--- src/rtl/pc_stack.sv ---
// Fetch-stage program counter with stall, relative/absolute jumps
// and a flop-based return-address stack with sticky error flags.
module pc_stack #(
    parameter int           D           = 12,
    parameter int           STACK_DEPTH = 4,
    parameter logic [D-1:0] RESET_ADDR  = '0
) (
    input  logic                             clk,
    input  logic                             reset,
    input  logic                             stall,
    input  logic                             reljump_en,
    input  logic                             absjump_en,
    input  logic                             call_en,
    input  logic                             ret_en,
    input  logic [D-1:0]                     target,
    output logic [D-1:0]                     prog_ctr,
    output logic [$clog2(STACK_DEPTH+1)-1:0] sp,
    output logic                             stack_full,
    output logic                             stack_empty,
    output logic                             overflow,
    output logic                             underflow
);

    localparam int SPW = $clog2(STACK_DEPTH + 1);
    localparam int AW  = (STACK_DEPTH > 1) ? $clog2(STACK_DEPTH) : 1;

    logic [D-1:0]   r_pc;
    logic [SPW-1:0] r_sp;
    logic           r_ovf;
    logic           r_unf;
    logic [D-1:0]   r_stack [STACK_DEPTH];

    logic [D-1:0]   w_pc_nxt;
    logic [D-1:0]   w_pc_inc;
    logic [SPW-1:0] w_sp_nxt;
    logic           w_ovf_nxt;
    logic           w_unf_nxt;
    logic           w_push;
    logic           w_full;
    logic           w_empty;
    logic [AW-1:0]  w_wr_idx;
    logic [AW-1:0]  w_rd_idx;

    assign w_full   = (r_sp == SPW'(STACK_DEPTH));
    assign w_empty  = (r_sp == '0);
    assign w_pc_inc = r_pc + D'(1);
    assign w_wr_idx = AW'(r_sp);
    assign w_rd_idx = AW'(r_sp - SPW'(1));

    always_comb begin
        w_pc_nxt  = r_pc;
        w_sp_nxt  = r_sp;
        w_ovf_nxt = r_ovf;
        w_unf_nxt = r_unf;
        w_push    = 1'b0;
        if (!stall) begin
            if (ret_en) begin
                if (w_empty) begin
                    w_pc_nxt  = w_pc_inc;
                    w_unf_nxt = 1'b1;
                end else begin
                    w_pc_nxt = r_stack[w_rd_idx];
                    w_sp_nxt = r_sp - SPW'(1);
                end
            end else if (call_en) begin
                // a full stack still takes the jump, only the push is lost
                w_pc_nxt = target;
                if (w_full) begin
                    w_ovf_nxt = 1'b1;
                end else begin
                    w_push   = 1'b1;
                    w_sp_nxt = r_sp + SPW'(1);
                end
            end else if (reljump_en) begin
                w_pc_nxt = r_pc + target;
            end else if (absjump_en) begin
                w_pc_nxt = target;
            end else begin
                w_pc_nxt = w_pc_inc;
            end
        end
    end

    always_ff @(posedge clk) begin
        if (reset) begin
            r_pc  <= RESET_ADDR;
            r_sp  <= '0;
            r_ovf <= 1'b0;
            r_unf <= 1'b0;
        end else begin
            r_pc  <= w_pc_nxt;
            r_sp  <= w_sp_nxt;
            r_ovf <= w_ovf_nxt;
            r_unf <= w_unf_nxt;
        end
    end

    always_ff @(posedge clk) begin
        if (w_push && !reset) begin
            r_stack[w_wr_idx] <= w_pc_inc;
        end
    end

    assign prog_ctr    = r_pc;
    assign sp          = r_sp;
    assign stack_full  = w_full;
    assign stack_empty = w_empty;
    assign overflow    = r_ovf;
    assign underflow   = r_unf;

endmodule

--- config.mk ---
export PLATFORM = sky130hd
export DESIGN_NAME = pc_stack
export DESIGN_NICKNAME = d
export VERILOG_FILES = /design/src/rtl/pc_stack.sv
export SDC_FILE = /design/constraint.sdc
export NUM_CORES = 1
export LEC_CHECK = 0
export BUFFER_PORTS_ARGS = -buffer_cell sky130_fd_sc_hd__buf_2
export CAP_MARGIN = 10
export CORE_MARGIN = 5
export CORE_UTILIZATION = 40
export CTS_CLUSTER_DIAMETER = 150
export DETAILED_ROUTE_END_ITERATION = 10
export MAX_ROUTING_LAYER = met4
export PLACE_DENSITY_LB_ADDON = 0.05
export SETUP_SLACK_MARGIN = 0.4
export SLEW_MARGIN = 10
export SYNTH_ARGS = -nofsm -noshare
export SYNTH_HDL_FRONTEND = slang
export SYNTH_SLANG_ARGS = --single-unit
--- constraint.sdc ---
create_clock -name clk -period 2.4 [get_ports clk]
set_input_delay 0.24 -clock clk [delete_from_list [all_inputs] [get_ports clk]]
set_output_delay 0.24 -clock clk [all_outputs]
set_load 0.03 [all_outputs]
Word-level counts from Yosys, hierarchy flattened
Memories as Yosys holds them, arrays and structs flattened.
Index checks and enable logic that the tools add are counted.
- output and inout port bits: 19
- memories: 1
- memory bits (read-only): 0
- register bits after elaboration: 17
- latch bits: 0
- bits in writable memories: 48
- logic and storage cells: 36
- input port bits: 19
- memory list (memory ; depth ; width ; rd ports ; clocked after Yosys merged registers in ; wr ports ; line ; RTL):
    r_stack ; 4 ; 12 ; 1 ; 0 ; 1 ; 31 ; logic [D-1:0] r_stack [STACK_DEPTH];
- multiply operators: 0
- muxes and demuxes: 15
- $add $sub $neg: 4
- reduce and logical (&&, ||, !) cells: 7
- shift-type cells: 0
- bitwise logic cells: 2
- magnitude comparators: 0
- div/mod/pow operators: 0
- equality and inequality tests: 3
- operators by type and width (cell ; count):
    two-way mux 12 bit ; 5
    adder 12 x 1 -> 12 bit (second input constant) ; 1
    adder 12 bit ; 1
    two-way mux 3 bit ; 4
    AND reduction 4 bit ; 2
    two-way mux 1 bit ; 6
    != test 2 bit (second input constant) ; 2
    adder 3 x 1 -> 3 bit (second input constant) ; 1
    == test 3 bit (second input constant) ; 1
    logical NOT 3 bit ; 1
    AND reduction 3 bit ; 1
    subtractor 3 x 1 -> 3 bit (second input constant) ; 1
    inverter 1 bit ; 2
    nonzero test 2 bit ; 1
    logical AND 1 bit ; 1
    logical NOT 1 bit ; 1

Logic depth before layout (Yosys ltp)
Gate-level depths: netlist (run 1).
- depth after elaboration: 8
- gate-level depth with buffers: 13
- gate-level depth less buffers: 10

Least setup slack after synthesis (run 1)
No wires, ideal clock.
- kind: register -> register
- from: register r_sp[0] (netlist: sp[0])
- to: register r_pc[1] (netlist: prog_ctr[1])
- path slack: -311 ps
- stages on the path, launching flop included: 11
- buffers on the path: 3
- data arrival time: 2640 ps
- data required time: 2329 ps
- library setup time: 71 ps
- period minus slack after synthesis: 2711 ps
- path through: dfxtp_1 -> buf_2 -> buf_4 -> inv_1 -> ha_1 -> ha_1 -> clkinv_1 -> clkbuf_1 -> nand2_1 -> a311o_1 -> a21oi_1
- elaborated cells on any way between the ends: 5
- classes of those cells: add/sub: 1; mux: 2; reduce/logical: 1; memory: 1
- RTL lines (element ; line ; RTL):
    from (decl) ; 28 ; logic [SPW-1:0] r_sp;
    from (signal assigned) ; 92 ; r_sp <= w_sp_nxt;
    logical NOT 3 bit ; 45 ; assign w_empty = (r_sp == '0);
    via stack_empty ; 19 ; output logic stack_empty,
    two-way mux 12 bit ; 58 ; if (w_empty) begin
    two-way mux 12 bit ; 57 ; if (ret_en) begin
    to (signal assigned) ; 91 ; r_pc <= w_pc_nxt;
    to (decl) ; 27 ; logic [D-1:0] r_pc;
The timed path passes the listed nets, and every way through them passes these cells.
A chain may end at the register's enable or synchronous reset.

Final worst setup path (run 1)
- from: register r_pc[1] (netlist: prog_ctr[1])
- to: register r_pc[9] (netlist: prog_ctr[9])
- cells in the longest elaborated chain, start to end: 5
- elaborated cells on any way between the ends: 7
- classes of those cells: add/sub: 2; mux: 5
- RTL lines (element ; line ; RTL):
    adder 12 x 1 -> 12 bit ; 46 ; assign w_pc_inc = r_pc + D'(1);
    two-way mux 12 bit ; 76 ; end else if (absjump_en) begin
    two-way mux 12 bit ; 74 ; end else if (reljump_en) begin
    two-way mux 12 bit ; 65 ; end else if (call_en) begin
    two-way mux 12 bit (*) ; 57 ;
Mark *: on every way between the ends. The rest lies on a longest branch, timed or not.

==> results by group, run 1 <==
Yosys
  • Top_reg_cell synth: edfxtp_1
  • Share of the synthesized area in the top cell type: 0.388
  • Cell area after synthesis: 3710 µm²
  • Sequential cell area fraction in the yosys report: 0.480
  • Count leader, synth: edfxtp_1
  • Main area contributors after synthesis: edfxtp_1, dfxtp_1, mux4_2, ha_1, xnor2_1
  • Synthesized area per cell: 11.2 µm²
  • Cell variety after synth: 55
  • Cell count after synthesis: 333
  • Seq cells post-synth: 65
  • EDFF count, synth: 48
  • Most frequent cells after synthesis: edfxtp_1, nand2_1, nor2_1
  • Ys Warns: 0
  • Synth Net Count: 371
  • Biggest area consumer among synthesized cells: edfxtp_1
  • Async S/R FF share, synth: 0

Timing
  • Final Skew: 0.0121 ns
  • Final Cycle Share: 0.840
  • RSZ-0062 raised after global routing: true
  • Setup TNS: 0 ns
  • Actual slew at the worst max-slew pin: 0.628 ns
  • Slew Limit Fails: 0
  • Setup Viol. Count Final: 0
  • Final Hold Fails: 0
  • Post-route setup slack: 0.383 ns
  • Crit path time final: 2.02 ns
  • Relative max-transition margin: 0.578
  • Fmax: 496 MHz

Run
  • Max-cap viol count: 0

Power and ir drop
  • Power Density: 670 nW/µm²
  • Max VDD drop: 0.279 mV
  • P_leak: 1.73 nW

Die
  • Chip height: 106 µm
  • Die area: 11300 µm²
  • Row count: 35
  • Core area: 9150 µm²
  • IO Count: 38
  • Die W: 106 µm
  • Starting density of the core: 0.406

Clocking
  • Num CTS Buffers: 9
  • Htree depth: 3
  • Clock Latency Late Sink: 0.34 ns
  • Clock Path Buffers: 2
  • Clock slew at reported path FFs: 0.08 ns
  • CTS sink cnt: 65
  • CTS Hold Bufs: 0
  • CTS tree: yes
  • Root Buffer: clkbuf_8

Global route
  • Global-route wire length before repair: 15600 µm
  • Remaining Overflow, GRT: 0
  • Total track usage: 0.186
  • Initial antenna violation count: 0
  • Number of global-route vias before repair: 2910
  • Pin count of the biggest net entering global routing: 24

Worst setup path
  • Critical Path RT: 2.62 ns
  • Reg-to-Reg End: prog_ctr[9]
  • Startpoint Class: flop
  • R2R depth: 8
  • Worst R2R Start: prog_ctr[1]
  • CP Capture Type: flop
  • Worst EP arrival: 2.24 ns
  • Setup CP Type: reg -> reg
  • CP Max Fanout: 4
  • Reg-to-reg slack, setup: 0.38 ns

Layout
  • Multi-input gate area: 1990 µm²
  • Fillers: 841
  • Util after Layout: 0.505
  • Share of layout cells above drive strength 1: 0.348
  • Ant. Diodes: 0
  • Register area: 1810 µm²
  • Non-Filler Instances: 510
  • NumNets Final: 432
  • Syn-to-layout area delta: 24.4%

Place
  • Placement Setup Slack: 0.213 ns
  • Post-DP HPWL: 6980 µm
  • Gpl congestion: 0.882
  • IO Port Bufs: 37
  • Cells after DPL: 477

Drt
  • WL/cell: 19.1 µm
  • DR vias: 2887
  • Via density: 5.66
  • WL final: 9730 µm
  • Initial DRC Count: 166
  • Antenna Violating Nets Remaining: 0
  • # DRC: 0
  • Total iterations of the first detailed-routing run: 4

Worst hold path
  • Hold WC Path Type: in -> reg
  • Worst hold path endpoint: prog_ctr[8]
  • Cells on Worst Hold Path: 3
  • Hold path startpoint: target[8]

Outcome
  • Status: complete, no violations
## cells in the final DEF (no fill, tap or decap), types with 6 or more instances in the layout
cell type	synthesis	final
nor2_1	20	19
xnor2_1	16	12
a22oi_1	6	6
buf_2	6	37
ha_4	0	6
dfxtp_4	0	7
a21oi_1	18	18
edfxtp_1	48	48
ha_1	18	9
o21ai_1	11	11
buf_4	2	29
mux4_2	12	12
inv_1	12	10
nand2_1	29	29
dfxtp_1	17	9
nand4_1	8	8
nor3_1	9	8
nand3_1	8	7
clkbuf_8	0	9
## power breakdown
part / total, mW / switching, mW / internal [mW]
Combinational: 0.880 / 0.492 / 0.388
Sequential: 1.31 / 0.0512 / 1.26
Clock: 0.902 / 0.428 / 0.474
## area by class of cell
class	instances	share of cell area
well taps	111	0.0301
repair buffers	67	0.0915
clock buffers	10	0.0276
multi-input cells	236	0.432
flip-flops and latches	65	0.392
inverters	15	0.0144
clock inverters	6	0.0130
## through the flow
stage	total power [mW]	cell area, µm²	hold WS [ns]
after floorplan	1.90	3820	0.410
after global placement	2.10	4140	0.450
after detailed placement	2.10	4140	0.463
after CTS	3.06	4450	0.196
after global routing	3.27	4620	0.239
final	3.09	4620	0.213
## how the worst max path moves through the flow
stage,from,endpoint,cells after the start
2_1_floorplan,prog_ctr[0],prog_ctr[10],10
3_3_place_gp,prog_ctr[0],prog_ctr[10],10
3_5_place_dp,prog_ctr[0],prog_ctr[10],10
4_1_cts,prog_ctr[0],prog_ctr[10],10
5_1_grt,prog_ctr[1],prog_ctr[9],8
6_report,prog_ctr[1],prog_ctr[9],8
## critical path, cell delays in order, from the launching register on
cell and delay [ns]:
dfxtp_4 0.38, ha_4 0.19, a21o_1 0.19, and4_4 0.15
a311oi_4 0.34, o21ai_2 0.13, xor2_1 0.18, a221oi_2 0.24
o22ai_1 0.10
## kinds of logic after synthesis
logic type | Yosys count | synth area share
simple gates | 94 | 0.125
compound gates | 84 | 0.153
xor+xnor | 22 | 0.0539
mux | 17 | 0.0866
buf+inv | 32 | 0.0364
flops | 65 | 0.480
fa+ha+maj | 19 | 0.0660
## layer usage
layer | GRT usage | vias to the layer above | part of all wire
li1 | - | 1404 | -
met1 | 0.260 | 1370 | 0.48
met2 | 0.272 | 101 | 0.45
met3 | 0.0340 | 12 | 0.053
met4 | 0.0629 | 0 | 0.019
met5 | - | - | 0
## state kept, by name (all words and copies together), names as in the netlist
register and count:
overflow 1, prog_ctr 12, r_stack 48, sp 3
underflow 1
## repair_timing
action                                  CTS  global route
setup buffers                            10             7
resized for setup                        11            20
pin swaps                                 3            27
endpoints found under the setup margin    8            14
No activity file was read; power rests on OpenSTA's default activity.
==> inputs of run 2 (changes only) <==
--- a/config.mk
+++ b/config.mk
@@ -5,6 +5,7 @@
 export SDC_FILE = /design/constraint.sdc
 export NUM_CORES = 1
 export LEC_CHECK = 0
+export ABC_AREA = 1
 export BUFFER_PORTS_ARGS = -buffer_cell sky130_fd_sc_hd__buf_2
 export CAP_MARGIN = 10
 export CORE_MARGIN = 5
==> constraint.sdc (replaced) <==
create_clock -name clk -period 1.84 [get_ports clk]
set_input_delay 0.184 -clock clk [delete_from_list [all_inputs] [get_ports clk]]
set_output_delay 0.184 -clock clk [all_outputs]
set_load 0.03 [all_outputs]
==> run 2 against run 1 <==
Effect of this change:
- sequential cell count is the same
- synthesized cell count increased by 51%
- total power rose by 46%
- register-to-register slack got worse by 0.20 ns
- global-route usage is 2.3 points higher
- non-clock buffer count up 12
- combinational power increased by 53%
- setup slack lost 0.20 ns
- die area increased by 5.6%
- fmax grew 22%
==> results by group, run 2 <==
Outcome
  • Status: complete, no violations

Power and ir drop
  • Power Density: 822 nW/µm² (+23%)
  • Max VDD drop: 0.472 mV (+69%)
  • P_leak: 2.32 nW (+34%)

Worst setup path
  • CP Capture Type: flop
  • Setup CP Type: reg -> reg
  • Critical Path RT: 1.90 ns (-0.72 ns)
  • Worst EP arrival: 1.71 ns (-0.53 ns)
  • R2R depth: 8 (unchanged)
  • Startpoint Class: flop
  • CP Max Fanout: 12 (+8)

Timing
  • Crit path time final: 1.65 ns (-0.362 ns)
  • Final Skew: 0.0123 ns (+0.000210 ns)
  • Setup Viol. Count Final: 0 (unchanged)
  • Setup TNS: 0 ns (unchanged)
  • RSZ-0062 raised after global routing: true
  • Final Hold Fails: 0 (unchanged)
  • Relative max-transition margin: 0.680 (+0.102)
  • Final Cycle Share: 0.899 (+0.0591)
  • Post-route setup slack: 0.185 ns (-0.198 ns)
  • Fmax: 604 MHz (+22%)
  • Actual slew at the worst max-slew pin: 0.479 ns (-0.149 ns)
  • Slew Limit Fails: 0 (unchanged)

Die
  • IO Count: 38 (unchanged)
  • Chip height: 109 µm (+2.8%)
  • Die W: 109 µm (+2.8%)
  • Starting density of the core: 0.407 (+0.00149)
  • Core area: 9680 µm² (+5.8%)
  • Die area: 11900 µm² (+5.6%)
  • Row count: 36 (+2.9%)

Yosys
  • Share of the synthesized area in the top cell type: 0.365 (-0.0227)
  • Top_reg_cell synth: edfxtp_1
  • Sequential cell area fraction in the yosys report: 0.452 (-0.0280)
  • Count leader, synth: nand2_1
  • Cell count after synthesis: 502 (+51%)
  • Synthesized area per cell: 7.86 µm² (-30%)
  • Cell variety after synth: 34 (-38%)
  • EDFF count, synth: 48 (unchanged)
  • Ys Warns: 0 (unchanged)
  • Biggest area consumer among synthesized cells: edfxtp_1
  • Seq cells post-synth: 65 (unchanged)
  • Most frequent cells after synthesis: nand2_1, inv_1, nor2_1
  • Main area contributors after synthesis: edfxtp_1, nand2_1, dfxtp_1, inv_1, ha_1
  • Async S/R FF share, synth: 0 (unchanged)
  • Synth Net Count: 540 (+46%)
  • Cell area after synthesis: 3940 µm² (+6.2%)

Place
  • Post-DP HPWL: 8470 µm (+21%)
  • IO Port Bufs: 37 (unchanged)
  • Placement Setup Slack: 0.0784 ns (-0.134 ns)
  • DP Area: 4580 µm² (+11%)
  • Gpl congestion: 0.883 (about the same)

Global route
  • Total track usage: 0.209 (+0.0229)
  • Global-route wire length before repair: 18300 µm (+17%)
  • Initial antenna violation count: 0 (unchanged)
  • Number of global-route vias before repair: 3454 (+19%)
  • Remaining Overflow, GRT: 0 (unchanged)
  • Pin count of the biggest net entering global routing: 28 (+17%)

Layout
  • Commonest cells after routing, fill and taps aside: nand2_1, inv_1, edfxtp_1
  • Reg with most FFs: r_stack
  • Multi-input gate area: 2320 µm² (+16%)
  • Largest register FFs: 48 (unchanged)
  • Syn-to-layout area delta: 39.8%
  • Design area: 5520 µm² (+19%)
  • Most common library cell in the layout ignoring fill and taps: nand2_1
  • Fillers: 882 (+4.9%)
  • NumNets Final: 618 (+43%)
  • Share of layout cells above drive strength 1: 0.359 (+0.0106)
  • Register area: 1810 µm² (-0.14%)
  • Ant. Diodes: 0 (unchanged)

Drt
  • Antenna Violating Nets Remaining: 0 (unchanged)
  • DR vias: 3602 (+25%)
  • Total iterations of the first detailed-routing run: 5 (+1)
  • # DRC: 0 (unchanged)
  • Initial DRC Count: 234 (+41%)
  • Via density: 5.02 (-11%)
  • WL/cell: 16.3 µm (-14%)
  • WL final: 11700 µm (+21%)

Clocking
  • CTS Hold Bufs: 0 (unchanged)
  • Clock slew at reported path FFs: 0.08 ns (about the same)
  • Clock Latency Late Sink: 0.35 ns (about the same)
  • CTS tree: yes
  • Root Buffer: clkbuf_8
  • Clock Path Buffers: 2 (unchanged)
  • Num CTS Buffers: 9 (unchanged)
  • CTS sink cnt: 65 (unchanged)
  • Htree depth: 3 (unchanged)

Worst hold path
  • Hold WC Path Type: in -> reg
  • Cells on Worst Hold Path: 2 (-1)

Run
  • Max-cap viol count: 0 (unchanged)
==> run 2: timing repair <==
action,4_1_cts,5_1_grt
setup endpoints to repair,87,98
resized for setup,73,42
setup buffers,9,7
pin swaps,26,22
gates cloned,1,1
==> run 2: stage by stage <==
step                      hold WS [ns]  cells  utilization  power (mW)
after floorplan                  0.246    502            -        2.40
after global placement           0.446    684        0.473        2.74
after detailed placement         0.454    684        0.473        2.75
after CTS                        0.192    710        0.544        4.42
after global routing             0.195    718        0.570        4.76
final                            0.182    718        0.570        4.53
==> run 2: worst max-delay path: stages (launching register included) <==
cell and delay, ns:
dfxtp_4 0.37, inv_4 0.04, ha_4 0.17, ha_4 0.18
inv_2 0.06, nand4_1 0.10, buf_6 0.17, nor2_4 0.12
buf_12 0.15
==> run 2: per-layer routing <==
layer / routed length (µm) / global-route usage / part of all wire
met5: 0 / - / 0
met4: 182 / 0.0561 / 0.016
met3: 448 / 0.0282 / 0.038
met2: 5830 / 0.353 / 0.50
met1: 5270 / 0.264 / 0.45
==> run 2: final timing paths <==
kind	start	endpoint	slack, ns
setup / recovery	sp[0]	r_stack[0][4]	0.19
hold / removal	reset	prog_ctr[7]	0.18
setup reg to reg	sp[0]	r_stack[0][4]	0.19
hold reg to reg	underflow	underflow	0.47
==> run 2: cell type report <==
cell class / count / share of cell area
multi-input combinational: 343 / 0.421
sequential: 65 / 0.328
timing repair buffer: 79 / 0.120
inverter: 82 / 0.0572
tap: 133 / 0.0302
clock buffer: 9 / 0.0225
clock inverter: 7 / 0.0216
==> run 2: kinds of logic after synthesis <==
group / after synthesis / share of synthesized area
xor+xnor: 7 / 0.0175
compound gates: 108 / 0.152
buf+inv: 94 / 0.0914
fa+ha+maj: 19 / 0.0622
flops: 65 / 0.452
simple gates: 209 / 0.226
==> run 2: report_power, final <==
part           total [mW]  switching (mW)  internal (mW)
sequential           1.69          0.0478           1.64
combinational        1.35           0.795          0.555
clock                1.49           0.595          0.900
total                4.53            1.44           3.09
